## src/rtl/pwm_pkg.sv

```systemverilog
// Shared definitions for the PWM block family: channel FSM states,
// counter sizing helper and default timing parameters.
package pwm_pkg;

  typedef enum logic [1:0] {
    ST_IDLE   = 2'd0,
    ST_HELD   = 2'd1,
    ST_REPEAT = 2'd2
  } chan_state_t;

  localparam int DEF_DEBOUNCE_CYCLES = 16;
  localparam int DEF_REPEAT_DELAY    = 4096;
  localparam int DEF_REPEAT_PERIOD   = 1024;

  function automatic int cnt_width(input int a, input int b, input int c);
    int m;
    m = a;
    if (b > m) m = b;
    if (c > m) m = c;
    return $clog2(m) + 1;
  endfunction

endpackage

```

## src/rtl/button_channel.sv

```systemverilog
// One button: 2-FF synchroniser, debounce/repeat FSM, registered pulse and held.
// Pulse appears DEBOUNCE_CYCLES+1 cycles after the raw edge; no backpressure.
module button_channel
  import pwm_pkg::*;
#(
  parameter int DEBOUNCE_CYCLES = DEF_DEBOUNCE_CYCLES,
  parameter int REPEAT_DELAY    = DEF_REPEAT_DELAY,
  parameter int REPEAT_PERIOD   = DEF_REPEAT_PERIOD
) (
  input  logic clk,
  input  logic rst,
  input  logic btn_raw_i,
  output logic pulse_o,
  output logic held_o
);

  localparam int CW = cnt_width(DEBOUNCE_CYCLES, REPEAT_DELAY, REPEAT_PERIOD);
  localparam logic [CW-1:0] DBC_TERM   = CW'(DEBOUNCE_CYCLES);
  localparam logic [CW-1:0] DELAY_TERM = CW'(REPEAT_DELAY);
  localparam logic [CW-1:0] PER_TERM   = CW'(REPEAT_PERIOD);

  logic          sync1_q, sync2_q;
  chan_state_t   state_q, state_d;
  logic [CW-1:0] dbc_q, dbc_d;
  logic [CW-1:0] rpt_q, rpt_d;
  logic          pulse_q, pulse_d;
  logic [CW-1:0] dbc_inc, rpt_inc, rpt_term;
  logic          s;

  function automatic logic [CW-1:0] sat_inc(input logic [CW-1:0] v,
                                            input logic [CW-1:0] term);
    return (v >= term) ? term : v + 1'b1;
  endfunction

  assign s        = sync2_q;
  assign rpt_term = (state_q == ST_HELD) ? DELAY_TERM : PER_TERM;
  assign dbc_inc  = sat_inc(dbc_q, DBC_TERM);
  assign rpt_inc  = sat_inc(rpt_q, rpt_term);

  always_comb begin
    state_d = state_q;
    dbc_d   = dbc_q;
    rpt_d   = rpt_q;
    pulse_d = 1'b0;
    case (state_q)
      ST_IDLE: begin
        rpt_d = '0;
        if (!s) begin
          dbc_d = '0;
        end else if (dbc_inc == DBC_TERM) begin
          state_d = ST_HELD;
          dbc_d   = '0;
          pulse_d = 1'b1;
        end else begin
          dbc_d = dbc_inc;
        end
      end
      ST_HELD, ST_REPEAT: begin
        // A completed release beats a repeat pulse landing on the same edge.
        if (!s && dbc_inc == DBC_TERM) begin
          state_d = ST_IDLE;
          dbc_d   = '0;
          rpt_d   = '0;
        end else begin
          dbc_d = s ? '0 : dbc_inc;
          if (rpt_inc == rpt_term) begin
            state_d = ST_REPEAT;
            rpt_d   = '0;
            pulse_d = 1'b1;
          end else begin
            rpt_d = rpt_inc;
          end
        end
      end
      default: begin
        state_d = ST_IDLE;
        dbc_d   = '0;
        rpt_d   = '0;
      end
    endcase
  end

  always_ff @(posedge clk) begin
    if (rst) begin
      sync1_q <= 1'b0;
      sync2_q <= 1'b0;
      state_q <= ST_IDLE;
      dbc_q   <= '0;
      rpt_q   <= '0;
      pulse_q <= 1'b0;
    end else begin
      sync1_q <= btn_raw_i;
      sync2_q <= sync1_q;
      state_q <= state_d;
      dbc_q   <= dbc_d;
      rpt_q   <= rpt_d;
      pulse_q <= pulse_d;
    end
  end

  assign pulse_o = pulse_q;
  assign held_o  = (state_q != ST_IDLE);

endmodule

```

## src/rtl/duty_button_conditioner.sv

```systemverilog
// Increase/decrease button front end for the PWM generator with conflict suppression.
// First pulse DEBOUNCE_CYCLES+2 cycles after the raw edge; no backpressure.
module duty_button_conditioner
  import pwm_pkg::*;
#(
  parameter int DEBOUNCE_CYCLES = DEF_DEBOUNCE_CYCLES,
  parameter int REPEAT_DELAY    = DEF_REPEAT_DELAY,
  parameter int REPEAT_PERIOD   = DEF_REPEAT_PERIOD
) (
  input  logic clk,
  input  logic rst,
  input  logic btn_inc_raw,
  input  logic btn_dec_raw,
  output logic inc_pulse,
  output logic dec_pulse,
  output logic inc_held,
  output logic dec_held
);

  logic inc_p, inc_h, dec_p, dec_h;
  logic inc_pulse_q, dec_pulse_q, inc_held_q, dec_held_q;
  logic inc_pulse_d, dec_pulse_d;

  button_channel #(
    .DEBOUNCE_CYCLES(DEBOUNCE_CYCLES),
    .REPEAT_DELAY   (REPEAT_DELAY),
    .REPEAT_PERIOD  (REPEAT_PERIOD)
  ) u_inc (
    .clk      (clk),
    .rst      (rst),
    .btn_raw_i(btn_inc_raw),
    .pulse_o  (inc_p),
    .held_o   (inc_h)
  );

  button_channel #(
    .DEBOUNCE_CYCLES(DEBOUNCE_CYCLES),
    .REPEAT_DELAY   (REPEAT_DELAY),
    .REPEAT_PERIOD  (REPEAT_PERIOD)
  ) u_dec (
    .clk      (clk),
    .rst      (rst),
    .btn_raw_i(btn_dec_raw),
    .pulse_o  (dec_p),
    .held_o   (dec_h)
  );

  // Any overlap between the two buttons means intent is ambiguous: emit nothing.
  assign inc_pulse_d = inc_p & ~dec_p & ~dec_h;
  assign dec_pulse_d = dec_p & ~inc_p & ~inc_h;

  always_ff @(posedge clk) begin
    if (rst) begin
      inc_pulse_q <= 1'b0;
      dec_pulse_q <= 1'b0;
      inc_held_q  <= 1'b0;
      dec_held_q  <= 1'b0;
    end else begin
      inc_pulse_q <= inc_pulse_d;
      dec_pulse_q <= dec_pulse_d;
      inc_held_q  <= inc_h;
      dec_held_q  <= dec_h;
    end
  end

  assign inc_pulse = inc_pulse_q;
  assign dec_pulse = dec_pulse_q;
  assign inc_held  = inc_held_q;
  assign dec_held  = dec_held_q;

endmodule

```

## config.mk

```make
export PLATFORM = sky130hd
export DESIGN_NAME = duty_button_conditioner
export DESIGN_NICKNAME = d
export VERILOG_FILES = /design/src/rtl/pwm_pkg.sv /design/src/rtl/button_channel.sv /design/src/rtl/duty_button_conditioner.sv
export SDC_FILE = /design/constraint.sdc
export NUM_CORES = 1
export LEC_CHECK = 0
export BUFFER_PORTS_ARGS = -buffer_cell sky130_fd_sc_hd__buf_2
export CORE_ASPECT_RATIO = 1.25
export CORE_MARGIN = 8
export CORE_UTILIZATION = 56
export DETAILED_ROUTE_END_ITERATION = 10
export PLACE_DENSITY = 0.74
export SKIP_CTS_REPAIR_TIMING = 1
export SLEW_MARGIN = 10
export SYNTH_ARGS = -nofsm -noshare
export SYNTH_HDL_FRONTEND = slang
export SYNTH_SLANG_ARGS = --single-unit
```

## constraint.sdc

```tcl
create_clock -name clk -period 2.1 [get_ports clk]
set_clock_uncertainty 0.2 [all_clocks]
set_input_delay 0.21 -clock clk [delete_from_list [all_inputs] [get_ports clk]]
set_output_delay 0.21 -clock clk [all_outputs]
set_load 0.05 [all_outputs]
```

==> reports/metrics.cfg <==
[global_routing]
grt_remaining_overflow = 0
grt_pass1_vias = 2854
largest_net_degree_at_the_start_of_global_routing = 14
grt_first_pass_wirelength_mm = 12.19
grtUsageTotal_pct = 17.34
number_of_antenna_violations_at_the_first_check_in_global_routing = 0

[setup_path]
worstSetupStartpointType = register
crit_path_cell_trace = ha_4, and2_1, nor4_2, o32ai_4, buf_4, o41ai_4, mux2i_1, o21ai_1
timing.critical_path.to_type = register
worst-path-buf-inv = 1
timing.critical_path.max_delay_family = simple AND/OR/NAND/NOR gates
worst_path_largest_cell_delay_ns = 0.45
worst_endpoint_data_arrival_time_ns = 2.45
crit_type = reg -> reg
cp.required_ns = 2.15
number_of_cells_traversed_by_the_worst_register_to_register_path = 8
cp_max_fo = 5
timing.critical_path.depth = 8
cp_slowest_cell = sky130_fd_sc_hd__nor4_2

[cts]
clock_path_buffers = 2
cts.clk_slew.worst_paths_ns = 0.08
ctsHtreeMaxLevel = 3
root_buffer = sky130_fd_sc_hd__clkbuf_8
cts_num_sinks = 66
tritoncts.num_buffers = 9
worst_skew_pair.late_latency_ns = 0.36
tritoncts = built

[yosys]
average_instance_area_after_synthesis_sq_um = 9.192
postSynth.asyncResetShare_pct = 0
seq_area_frac_synth_pct = 40.84
synth.lib_cells_used.distinct = 57
synth_edf_count = 0
syn-cell-area_sq_um = 3236
post_synth_inst_count = 352
postSynthRegisterBits = 66
synthDominantAreaCellType = sky130_fd_sc_hd__dfxtp_1
synth_top_area_share_pct = 40.84
yosys_warnings = 0
yosys_most_used_dff = sky130_fd_sc_hd__dfxtp_1
netlist_top_cells_area = sky130_fd_sc_hd__dfxtp_1 (41%), sky130_fd_sc_hd__ha_1 (7.0%), sky130_fd_sc_hd__xnor2_1 (6.2%), sky130_fd_sc_hd__nor2_1 (3.7%), sky130_fd_sc_hd__inv_1 (3.0%)

[detailed_routing]
antenna_violating_nets_post_route = 0
via_per_inst = 5.596
drc_errors = 2
detail_route.first_pass.iterations = 7
drt-total-wl_mm = 9.098
routed-via-count = 3005
drt_first_iter_violations = 103
post_drt_wl_per_cell_um = 16.94

[hold_path]
worst_hold_path_type = in -> reg
min_delay_path_depth = 2

[timing]
smallest_setup_slack_after_layout_ns = -0.2968
finalMaxSlewViolations = 0
max_fclk_mhz = 417.2
rsz_0062_raised_after_global_routing = true
hold-worst-slack_ns = 0.0007999
period_needed_ns = 2.397
timing.final.hold_violations = 0
layout_worst_path_cycle_share_pct = 114.1
fin_setup_tns_ns = -6.224
setup_viol = 30

[finish]
areaGrowthSynthToFinish_pct = 48.96
area_used_by_multi_input_combinational_logic_sq_um = 2288
final_core_utilization_pct = 84.53
num-fill-cells = 306
layout_commonest_cell = sky130_fd_sc_hd__buf_4
antenna-diode-count = 0
regArea_sq_um = 1356
final_nets = 488
final_cell_mix = sky130_fd_sc_hd__buf_4 (83), sky130_fd_sc_hd__dfxtp_1 (50), sky130_fd_sc_hd__nor2_1 (25)
drive_gt1_share_pct = 45.65

[floorplan]
floorplan.io_pins = 8
die_h_um = 101.0
chipWidth_um = 83.99
rows = 31
dieArea_sq_um = 8481
core_sq_um = 5702
initial_utilization_pct = 56.75

[power_and_ir_drop]
ir_worst_vdd_mv = 0.4338
powerDensity_nw_per_um2 = 528.7
p_total_mw = 2.548
power.static_leakage_nw = 1.851

[run]
drv.max_cap_violation_count = 0

[placement]
dpl.hpwl_mm = 5.163
io_buffer_count = 7
finalWeightedCongestion = 0.8856
place_ws_ns = -0.2922

[outcome]
failed_checks = DRC, setup timing
run_status = complete, but fails checks

## synth_stat cells (2+ instances only)
| library cell | count |
|---|---|
| sky130_fd_sc_hd__nor4_2 | 2 |
| sky130_fd_sc_hd__a22oi_1 | 2 |
| sky130_fd_sc_hd__or3_1 | 5 |
| sky130_fd_sc_hd__a311oi_1 | 3 |
| sky130_fd_sc_hd__o41ai_1 | 3 |
| sky130_fd_sc_hd__dfxtp_1 | 66 |
| sky130_fd_sc_hd__o2111ai_1 | 2 |
| sky130_fd_sc_hd__mux2i_1 | 4 |
| sky130_fd_sc_hd__a211oi_1 | 4 |
| sky130_fd_sc_hd__nor3_1 | 9 |
| sky130_fd_sc_hd__nor3b_1 | 2 |
| sky130_fd_sc_hd__ha_1 | 18 |
| sky130_fd_sc_hd__nand2_1 | 19 |
| sky130_fd_sc_hd__inv_1 | 26 |
| sky130_fd_sc_hd__nand3_1 | 19 |
| sky130_fd_sc_hd__a21oi_1 | 5 |
| sky130_fd_sc_hd__o31a_1 | 4 |
| sky130_fd_sc_hd__nor2_1 | 32 |
| sky130_fd_sc_hd__nand2b_1 | 4 |
| sky130_fd_sc_hd__nor2b_1 | 8 |
| sky130_fd_sc_hd__and2_1 | 2 |
| sky130_fd_sc_hd__nor4b_1 | 2 |
| sky130_fd_sc_hd__o21ai_0 | 4 |
| sky130_fd_sc_hd__nor2_2 | 4 |
| sky130_fd_sc_hd__xnor2_1 | 23 |
| sky130_fd_sc_hd__clkbuf_1 | 3 |
| sky130_fd_sc_hd__o31ai_1 | 3 |
| sky130_fd_sc_hd__a31oi_1 | 5 |
| sky130_fd_sc_hd__xor2_1 | 9 |
| sky130_fd_sc_hd__and4_1 | 3 |
| sky130_fd_sc_hd__a21o_1 | 3 |
| sky130_fd_sc_hd__nor2_4 | 6 |
| sky130_fd_sc_hd__and3_1 | 8 |
| sky130_fd_sc_hd__nand4_1 | 2 |
| sky130_fd_sc_hd__buf_2 | 9 |
| sky130_fd_sc_hd__nor4_1 | 8 |
## area by class of cell
type | count | area share (%)
clock buffers | 11 | 3.141
clock inverters | 5 | 1.090
multi-input cells | 262 | 47.48
well taps | 66 | 1.713
inverters | 26 | 2.077
flip-flops and latches | 66 | 28.14
repair buffers | 101 | 16.36
## through the flow
step | instance area [sq um] | std cells
after detailed placement | 4049 | 506
after global placement | 4049 | 506
after global routing | 4820 | 537
after floorplan | 3416 | 367
after CTS | 4253 | 522
final | 4820 | 537
## logic make-up (layout without fill, tap and decap cells)
family / Yosys count / after routing / share of synthesized area, %
DFF: 66 / 66 / 40.84
AOI/OAI and AO/OA: 52 / 52 / 12.22
buffers and inverters: 39 / 143 / 5.375
muxes: 4 / 4 / 1.237
and+or+nand+nor: 140 / 140 / 24.59
other: 1 / 16 / 0.1159
adders and majority gates: 18 / 18 / 6.961
xor gates and xnor gates: 32 / 32 / 8.662
## state kept, by name, indices dropped and copies added (netlist names), 2 cells and up
signal and count:
u_dec.state_q 2, u_inc.rpt_q 13, u_inc.dbc_q 13, u_dec.rpt_q 13, u_inc.state_q 2, u_dec.dbc_q 13
## path summary, 6_finish.rpt
check	from	end	slack [ns]
setup / recovery	u_inc.rpt_q[0]	u_inc.state_q[1]	-0.30
hold / removal	rst	inc_held	0.0008
setup reg to reg	u_inc.rpt_q[0]	u_inc.state_q[1]	-0.30
hold reg to reg	u_inc.pulse_o	dec_pulse	0.22
## report_power, final
group,internal [mW],switching (mW),leakage [nW]
registers,1.27,0.0124,0.549
clock network,0.606,0.511,0.105
logic,0.0689,0.0802,1.20
## layer usage
layer  vias to the layer above  global-route usage, %  share of wire (%)
met4                         0                  6.125                4.2
met3                        39                  5.744                3.5
li1                       1450                      -                  -
met2                        78                  31.65                 54
met5                         -                      0                  0
met1                      1438                  18.02                 38
Note: power is estimated with default switching activity, not from simulation.
